--- config.mk ---
export PLATFORM = sky130hd
export DESIGN_NAME = calc_core
export DESIGN_NICKNAME = d
export VERILOG_FILES = /design/src/rtl/calc_core.sv
export SDC_FILE = /design/constraint.sdc
export NUM_CORES = 1
export LEC_CHECK = 0
export CORE_UTILIZATION = 67
export DETAILED_ROUTE_END_ITERATION = 16
export PLACE_DENSITY = 0.92
export SLEW_MARGIN = 20
export SYNTH_ARGS = -nofsm -noshare
export SYNTH_HDL_FRONTEND = slang
export SYNTH_SLANG_ARGS = --single-unit
--- constraint.sdc ---
create_clock -name clk -period 9.1 [get_ports clk]
set_clock_uncertainty 0.05 [all_clocks]
set_input_delay 2.73 -clock clk [delete_from_list [all_inputs] [get_ports clk]]
set_output_delay 2.73 -clock clk [all_outputs]
set_load 0.02 [all_outputs]
--- src/rtl/calc_core.sv ---
// Arithmetic core of the calculator: sequences operand entry, runs add/sub in one
// cycle or an 8-step shift-add multiply, and drives the display value and flags.
module calc_core #(
  parameter int MUL_ITER = 8
) (
  input  logic        clk,
  input  logic        rst_n,
  input  logic        clr_p,
  input  logic        add_p,
  input  logic        sub_p,
  input  logic        mul_p,
  input  logic        eq_p,
  input  logic [7:0]  sw,
  output logic [15:0] disp_val,
  output logic        disp_neg,
  output logic        ovf,
  output logic [1:0]  op_code,
  output logic        busy,
  output logic        res_valid
);

  typedef enum logic [1:0] {
    S_A    = 2'd0,
    S_B    = 2'd1,
    S_MUL  = 2'd2,
    S_DONE = 2'd3
  } state_t;

  localparam logic [1:0] OP_ADD   = 2'd1;
  localparam logic [1:0] OP_SUB   = 2'd2;
  localparam logic [1:0] OP_MUL   = 2'd3;
  localparam logic [2:0] CNT_LAST = 3'(MUL_ITER - 1);

  state_t      state_r, state_nxt_s;
  logic [15:0] a_r;
  logic [7:0]  b_r;
  logic [15:0] result_r;
  logic        ovf_r;
  logic        neg_r;
  logic [1:0]  op_r;
  logic [7:0]  mplier_r;
  logic [2:0]  cnt_r;
  logic [23:0] prod_r;
  logic        res_valid_r;

  logic        op_hit_s;
  logic [1:0]  op_sel_s;
  logic [16:0] sum_s;
  logic        a_ge_b_s;
  logic [15:0] diff_s;
  logic [23:0] addend_s;
  logic [23:0] prod_nxt_s;
  logic        chain_ok_s;

  // Operator pulse decode: clear and equals outrank every operator key.
  always_comb begin
    op_hit_s = 1'b0;
    op_sel_s = 2'd0;
    if (clr_p || eq_p) begin
      op_hit_s = 1'b0;
    end else if (add_p) begin
      op_hit_s = 1'b1;
      op_sel_s = OP_ADD;
    end else if (sub_p) begin
      op_hit_s = 1'b1;
      op_sel_s = OP_SUB;
    end else if (mul_p) begin
      op_hit_s = 1'b1;
      op_sel_s = OP_MUL;
    end else begin
      op_hit_s = 1'b0;
    end
  end

  // Arithmetic datapath: B is taken straight from sw on the equals edge.
  always_comb begin
    sum_s      = {1'b0, a_r} + {9'h000, sw};
    a_ge_b_s   = (a_r >= {8'h00, sw});
    diff_s     = a_ge_b_s ? (a_r - {8'h00, sw}) : ({8'h00, sw} - a_r);
    addend_s   = mplier_r[0] ? ({8'h00, a_r} << cnt_r) : 24'h000000;
    prod_nxt_s = prod_r + addend_s;
    chain_ok_s = ~ovf_r & ~neg_r;
  end

  // State register.
  always_ff @(posedge clk or negedge rst_n) begin
    if (!rst_n) begin
      state_r <= S_A;
    end else begin
      state_r <= state_nxt_s;
    end
  end

  // Next-state logic.
  always_comb begin
    state_nxt_s = state_r;
    if (clr_p) begin
      state_nxt_s = S_A;
    end else begin
      case (state_r)
        S_A: begin
          if (op_hit_s) state_nxt_s = S_B;
          else          state_nxt_s = S_A;
        end
        S_B: begin
          if (eq_p && (op_r == OP_MUL))                         state_nxt_s = S_MUL;
          else if (eq_p && ((op_r == OP_ADD) || (op_r == OP_SUB))) state_nxt_s = S_DONE;
          else                                                  state_nxt_s = S_B;
        end
        S_MUL: begin
          if (cnt_r == CNT_LAST) state_nxt_s = S_DONE;
          else                   state_nxt_s = S_MUL;
        end
        S_DONE: begin
          if (op_hit_s && chain_ok_s) state_nxt_s = S_B;
          else                        state_nxt_s = S_DONE;
        end
        default: state_nxt_s = S_A;
      endcase
    end
  end

  // Operand, result and flag registers.
  always_ff @(posedge clk or negedge rst_n) begin
    if (!rst_n) begin
      a_r         <= 16'h0000;
      b_r         <= 8'h00;
      result_r    <= 16'h0000;
      ovf_r       <= 1'b0;
      neg_r       <= 1'b0;
      op_r        <= 2'd0;
      mplier_r    <= 8'h00;
      cnt_r       <= 3'd0;
      prod_r      <= 24'h000000;
      res_valid_r <= 1'b0;
    end else begin
      res_valid_r <= 1'b0;
      if (clr_p) begin
        a_r      <= 16'h0000;
        b_r      <= 8'h00;
        result_r <= 16'h0000;
        ovf_r    <= 1'b0;
        neg_r    <= 1'b0;
        op_r     <= 2'd0;
        mplier_r <= 8'h00;
        cnt_r    <= 3'd0;
        prod_r   <= 24'h000000;
      end else begin
        case (state_r)
          S_A: begin
            if (op_hit_s) begin
              a_r  <= {8'h00, sw};
              op_r <= op_sel_s;
            end
          end
          S_B: begin
            if (eq_p) begin
              b_r <= sw;
              case (op_r)
                OP_ADD: begin
                  result_r    <= sum_s[15:0];
                  ovf_r       <= sum_s[16];
                  neg_r       <= 1'b0;
                  op_r        <= 2'd0;
                  res_valid_r <= 1'b1;
                end
                OP_SUB: begin
                  result_r    <= diff_s;
                  ovf_r       <= 1'b0;
                  neg_r       <= ~a_ge_b_s;
                  op_r        <= 2'd0;
                  res_valid_r <= 1'b1;
                end
                OP_MUL: begin
                  mplier_r <= sw;
                  cnt_r    <= 3'd0;
                  prod_r   <= 24'h000000;
                  ovf_r    <= 1'b0;
                  neg_r    <= 1'b0;
                end
                default: begin
                  op_r <= 2'd0;
                end
              endcase
            end else if (op_hit_s) begin
              op_r <= op_sel_s;
            end
          end
          S_MUL: begin
            prod_r   <= prod_nxt_s;
            mplier_r <= mplier_r >> 1;
            cnt_r    <= cnt_r + 3'd1;
            if (cnt_r == CNT_LAST) begin
              result_r    <= prod_nxt_s[15:0];
              ovf_r       <= |prod_nxt_s[23:16];
              op_r        <= 2'd0;
              res_valid_r <= 1'b1;
            end
          end
          S_DONE: begin
            if (op_hit_s && chain_ok_s) begin
              a_r  <= result_r;
              op_r <= op_sel_s;
            end
          end
          default: begin
            op_r <= 2'd0;
          end
        endcase
      end
    end
  end

  // Output decode: operand entry states show the live switches.
  always_comb begin
    disp_val = 16'h0000;
    case (state_r)
      S_A, S_B: disp_val = {8'h00, sw};
      S_MUL:    disp_val = {8'h00, b_r};
      S_DONE:   disp_val = result_r;
      default:  disp_val = 16'h0000;
    endcase
    busy      = (state_r == S_MUL);
    disp_neg  = neg_r;
    ovf       = ovf_r;
    op_code   = op_r;
    res_valid = res_valid_r;
  end

endmodule

Yosys cells after proc, flatten, opt, wreduce, memory -nomap -nowiden
Cells that the tools add are included.

operators by class
  multiplexer cells = 63
  equal/unequal tests = 15
  add/subtract/negate cells = 5
  $lt $le $gt $ge = 1
  bitwise operators = 4
  reductions and logical operators = 23
  shift-type cells = 1

operators with widths
  kind                  count
  $mux W16              7
  $mux W24              4
  $pmux W16 S2          3
  $mux W8               6
  $pmux W16 S3          1
  $pmux W24 S2          1
  $mux W2               14
  $add A24 B24 Y24      1
  $shl A16 B3 Y24       1
  $add A16 B8 Y17       1
  $ge A16 B8 Y1         1
  $mux W1               16
  $pmux W2 S4           2
  $pmux W8 S2           1
  $sub A16 B8 Y16       1
  $sub A8 B16 Y16       1
  $ne A3 B3 Y1 const B  4
  $ne A4 B4 Y1 const B  3
  $reduce_and A3 Y1     4
  $mux W3               3
  $reduce_bool A3 Y1    3
  $eq A2 B2 Y1 const B  4
  $pmux W1 S2           4
  $reduce_and A4 Y1     2
  14 further kinds      24

storage, ports and cells
  word-level logic and storage cells = 123
  input bits = 15
  flip-flop bits (word level) = 82
  output and inout port bits = 22

Longest topological paths before layout
Gate-level depths: netlist of the first run.

  depth after elaboration = 8
  mapped depth = 18
  depth with buffers taken out = 16

Least setup slack after synthesis of the first run
OpenSTA, ideal clock, no wires.

  path type = input-to-output
  from = in sw[0]
  to = out disp_val[0]
  cell stages on the path = 2
  arrival = 2.927 ns
  buffers on the path = 0
  setup slack = 3.393 ns
  data required time = 6.320 ns
  cell sequence = nand2_1 nand2_1

on the way
  longest elaborated chain between the ends = 1

ends and longest elaborated chain
  what          RTL line  source
  from (decl)   13        input logic [7:0] sw,
  $pmux W16 S3  217       case (state_r)
  to (decl)     14        output logic [15:0] disp_val,

No other way between the ends.

Worst setup path after layout of the first run
  from = in sw[1]
  to = out disp_val[1]

Same word-level chain as after synthesis.

==> metrics.txt, run 1 <==
Resized Gates After CTS=0; Final Hold Viols=0; Post-synth top cells=nand2_1, dfrtp_1, a21oi_1; largest family of logic cells by synthesized area=compound AO/OA/AOI/OAI gates; ANT nets after route=0; placement-stage cell area=0.00761 mm^2; first-pass GRT wire length=32600 um; routed wire length=19700 um; # DRC=0; setup tns final=0 ps; clock latency at the later pin of the worst-skew pair=380 ps; Ports=37; Avg Vias per Cell=6.61; Seq/Total Area, Yosys=0.283; Starting Density=0.696; CTS tree=yes; XOR/XNOR Fraction of Synth Area=0.0326; number of synthesized flops with an enable pin=0; count leader, synth=nand2_1; crit end category=output port; P_sw=306 uW; P_leak=0.00341 uW; Design Area, Final=0.00782 mm^2; pin count of the biggest net entering global routing=83; Final GP Congestion=0.937; total grt overflow=0; FF+latch count, synth=82; Critical Path Max Stage Delay=730 ps; Inserted Diodes=0; Synth area leader=dfrtp_1; CTS Buffer Depth=2; yosys warns=0; mux share of post-synthesis cell area=0.0566; top cells by area, synth=dfrtp_1, ha_1, nand2_1; full die area=0.0112 mm^2; nets=995; hold buffers post-CTS=0; Synth Area per Inst=7.86 um^2; overall die width=106 um; Area Growth Syn to Fin=7.85%; Max Clk Rate=142 MHz; top-area cell type share of the netlist area=0.283; crit-path cells=clkdlybuf4s50_1, nand2_1, nand2_1, clkdlybuf4s50_1; DRT iter0 DRCs=674; RSZ-0062 raised after global routing=no; worst slew pin tran=986 ps; Initial DRT Pass Iterations=5; simple-gate share of the synthesized area=0.224; Die H=106 um; fraction of registers with async set/reset=1.00; Min Clock Period, post-route=7030 ps; sequential share of power=0.446; Clock transition at path regs=80 ps; HPWL after DPL=14200 um; GRT Total Usage=0.369; worst vdd ir=109 uV; Setup violations, final=0; Internal Pwr Total=601 uW; Gate power share=0.241; fin. max-slew vios=0; Vias=7015; clk sinks=82; Core Footprint=0.0104 mm^2; Final Cycle Share=0.772; vias in the first global route=6584; Cell Rows=37; H-tree depth=3; total of max-cap violations=0; CP required=6320 ps; IO buf count=36; Compound-Gate Fraction of Synth Area=0.241; Worst Path Arrival=4250 ps; max_slew headroom=0.343; Most used DFF post-synth=dfrtp_1; CTS Buf Count=9; sw frac=0.338; CP max-delay cell=clkdlybuf4s50_1; Post-Synth Adder-Cell Area=0.108; outcome=finished, final reports clean; gate count after technology mapping=923; Pwr Density=116 mW/mm^2; Setup Buffers After CTS=0; clock power share=0.313; mapped cell area=0.00725 mm^2; Hold Slack=438 ps; Routed WL per cell=18.5 um; crit path max fanout=9; Setup crit start kind=input pin; syn nets=998; Min-Delay Path Class=reg2reg; Crit Path Category=in2out; initial antenna violation count=0; CTS root buf=clkbuf_8; synth unique cells=79; fraction of layout cells with a size suffix above 1=0.0595
worst max-delay path: cells and delay by family:
family,cells,cell delay (ps)
buf+inv,2,1340
simple gates,2,180
placed cells by master (no fill, tap or decap), types with 10 or more instances in the layout:
cell type        netlist  routed
a211oi_1              10      10
a21o_1                12      12
a21oi_1               61      59
a31oi_1               18      18
and2_1                15      15
and3_1                17      17
clkbuf_8               0      10
clkdlybuf4s50_1        0      35
dfrtp_1               82      82
ha_1                  56      56
inv_1                 42      42
mux2i_1               32      32
nand2_1              167     167
nand3_1               19      19
nor2_1                55      55
nor2b_1               13      13
nor3_1                19      19
o21ai_0               58      58
o31ai_1               28      28
xnor2_1               22      22
through the flow:
step	util	setup slack, ps	power [uW]	std cells
after floorplan	-	3390	554	923
after global placement	0.731	2130	620	1045
after detailed placement	0.731	2100	624	1045
after CTS	0.750	2090	901	1061
after global routing	0.751	1980	940	1061
final	0.751	2070	907	1061
state kept, by name, summed over array words and instances, names as in the netlist:
signal	flops
a_r	16
b_r	8
cnt_r	3
disp_neg	1
mplier_r	8
op_code	2
ovf	1
prod_r	24
res_valid	1
result_r	16
state_r	2
kinds of logic after synthesis:
logic type | Yosys count
DFF | 82
and+or+nand+nor | 347
xor gates and xnor gates | 27
AOI/OAI and AO/OA | 266
buffers and inverters | 101
muxes | 40
adders and majority gates | 60
power by group through the flow:
| stage | Sequential, uW | Combinational, uW | Clock [uW] |
|---|---|---|---|
| floorplan | 404 | 149 | 0 |
| global route | 406 | 240 | 294 |
| finish | 405 | 218 | 284 |
| detailed placement | 411 | 212 | 0 |
| CTS | 404 | 214 | 282 |
| global placement | 411 | 209 | 0 |
cell type report:
class	instances	area [um^2]
sequential	82	2050
timing repair buffer	44	422
clock inverter	5	63.8
inverter	43	161
clock buffer	11	141
fill	766	2600
multi-input combinational	740	4810
tap	136	170
metal layers:
metal	up-vias	share of wire	GRT usage
li1	3282	-	-
met1	3304	0.42	0.503
met2	367	0.45	0.572
met3	62	0.098	0.0791
met4	0	0.033	0.151
met5	-	0	0
worst paths after layout:
path,start,end,slack (ps),cells after the start
max,sw[1],disp_val[1],2070,4
min,mplier_r[1]$_DFFE_PN0P_,mplier_r[1]$_DFFE_PN0P_,440,2
max reg2reg,cnt_r[0]$_DFFE_PN0P_,ovf$_DFFE_PN0P_,4700,14
min reg2reg,mplier_r[1]$_DFFE_PN0P_,mplier_r[1]$_DFFE_PN0P_,440,2
max in group asynchronous,rst_n,a_r[8]$_DFFE_PN0P_,6140,1
min in group asynchronous,rst_n,state_r[1]$_DFF_PN0_,2340,1
Note: power is estimated with default switching activity, not from simulation.
==> run 2, diff against run 1 <==
- CORE_UTILIZATION: 67 -> 62
- PLACE_DENSITY: 0.92 -> 0.86
- clock period: 9.1 -> 7.3 ns (I/O delays scaled with it)
==> run 2 against run 1 <==
Critical path depth did not move. Register-to-register slack got worse by 1800 ps. Combinational power rose by 27%. First-iteration DRC count fell by 1.0%. Routed wire length rose by 4.4%.
==> metrics.txt, run 2 (synthesis results as in run 1) <==
GRT Total Usage=0.363; crit end category=output port; ANT nets after route=0; Cell Rows=39; Setup Buffers After CTS=0; pre-CTS WS=1380 ps; worst slew pin tran=1000 ps; outcome=finished, final reports clean; RSZ-0062 raised after global routing=no; Setup violations, final=0; total of max-cap violations=0; H-tree depth=3; Min Clock Period, post-route=5910 ps; worst setup margin=1390 ps; top flop regs=prod_r x24, a_r x16, result_r x16; pin count of the biggest net entering global routing=63; Worst R2R End=ovf$_DFFE_PN0P_; Placed Cells=1052; overall die width=110 um; Min-Delay Path Class=reg2reg; Vias=6994; total grt overflow=0; vias in the first global route=6429; P_sw=405 uW; # DRC=0; hold buffers post-CTS=0; routed wire length=20500 um; Final Hold Viols=0; commonest non-fill, non-tap cell in the layout=nand2_1; full die area=0.0121 mm^2; Internal Pwr Total=842 uW; CTS root buf=clkbuf_16; Avg Vias per Cell=6.55; Inserted Diodes=0; Design Area, Final=0.00792 mm^2; Resized Gates After CTS=0; crit path max fanout=9; CP startpoint=sw[1]; fin. max-slew vios=0; final cell count without fillers=1068; nets=995; max_slew headroom=0.331; Routed WL per cell=19.2 um; P_leak=0.00345 uW; CP required=5060 ps; Die H=110 um; CTS tree=yes; commonest non-fill, non-tap cells in the layout=nand2_1, dfrtp_1, a21oi_1; Area Growth Syn to Fin=9.23%; R2R Setup Slk=2920 ps; Setup crit start kind=input pin; IO buf count=36; Reg-to-Reg Start=cnt_r[0]$_DFFE_PN0P_; Worst Hold Launch=mplier_r[1]$_DFFE_PN0P_; Final Cycle Share=0.810; Max Clk Rate=169 MHz; Worst setup endpoint=disp_val[1]; Biggest register=prod_r; CTS Buffer Depth=2; CTS Buf Count=9; max reg flops=24; Final GP Congestion=0.961; DRT iter0 DRCs=667; worst vdd ir=202 uV; Starting Density=0.635; clock latency at the later pin of the worst-skew pair=360 ps; Worst Path Arrival=3670 ps; first-pass GRT wire length=33300 um; sequential share of power=0.407; fraction of layout cells with a size suffix above 1=0.0605; Hold Slack=434 ps; Register-to-Register Path Depth=13; Ports=37; sw frac=0.325; Initial DRT Pass Iterations=8; initial antenna violation count=0; Pwr Density=157 mW/mm^2; setup tns final=0 ps; Gate power share=0.221; clk sinks=82; Core Footprint=0.0114 mm^2; Crit Path Category=in2out; HPWL after DPL=15000 um; clock power share=0.372; Clock transition at path regs=60 ps; placement-stage cell area=0.00762 mm^2
==> run 2: cell types whose count changed in the layout (fill, tap and decap cells not counted) <==
cell	before	now
inv_6	0	1
clkbuf_16	0	9
clkbuf_8	10	3
clkbuf_1	1	0
buf_4	8	9
clkinv_4	3	2
bufinv_16	1	0
buf_6	1	0
==> run 2: final cells by class <==
type	count	area (um^2)
multi-input combinational	740	4810
tap	143	179
fill	938	3500
inverter	43	161
sequential	82	2050
clock buffer	12	267
timing repair buffer	44	418
clock inverter	4	33.8
==> run 2: routing by layer <==
layer	part of all wire	up-vias	track usage
met3	0.084	69	0.0653
met5	0	-	0
met1	0.44	3302	0.513
met4	0.038	0	0.145
li1	-	3281	-
met2	0.44	342	0.550
==> run 2: how the worst min path moves through the flow <==
stage | end | depth (start not counted) | slack [ps]
detailed placement | mplier_r[1]$_DFFE_PN0P_ | 2 | 420
finish | mplier_r[1]$_DFFE_PN0P_ | 2 | 430
floorplan | mplier_r[1]$_DFFE_PN0P_ | 2 | 400
global route | prod_r[21]$_DFFE_PN0P_ | 2 | 450
global placement | mplier_r[4]$_DFFE_PN0P_ | 2 | 410
CTS | mplier_r[1]$_DFFE_PN0P_ | 2 | 430
==> run 2: stage by stage <==
step / utilization / power, uW
3_3_place_gp: 0.667 / 779
6_report: 0.694 / 1250
3_5_place_dp: 0.667 / 781
5_1_grt: 0.694 / 1290
2_1_floorplan: - / 690
4_1_cts: 0.694 / 1240
==> run 2: critical path, cell delays in order <==
cell and delay (ps):
clkdlybuf4s50_1 720, nand2_1 90, nand2_1 70, clkdlybuf4s50_1 600
==> run 2: power groups by stage <==
stage | logic, uW | clock network, uW | registers (uW)
6_report | 276 | 463 | 508
5_1_grt | 301 | 483 | 510
4_1_cts | 268 | 464 | 507
3_5_place_dp | 266 | 0 | 515
3_3_place_gp | 265 | 0 | 515
2_1_floorplan | 186 | 0 | 504
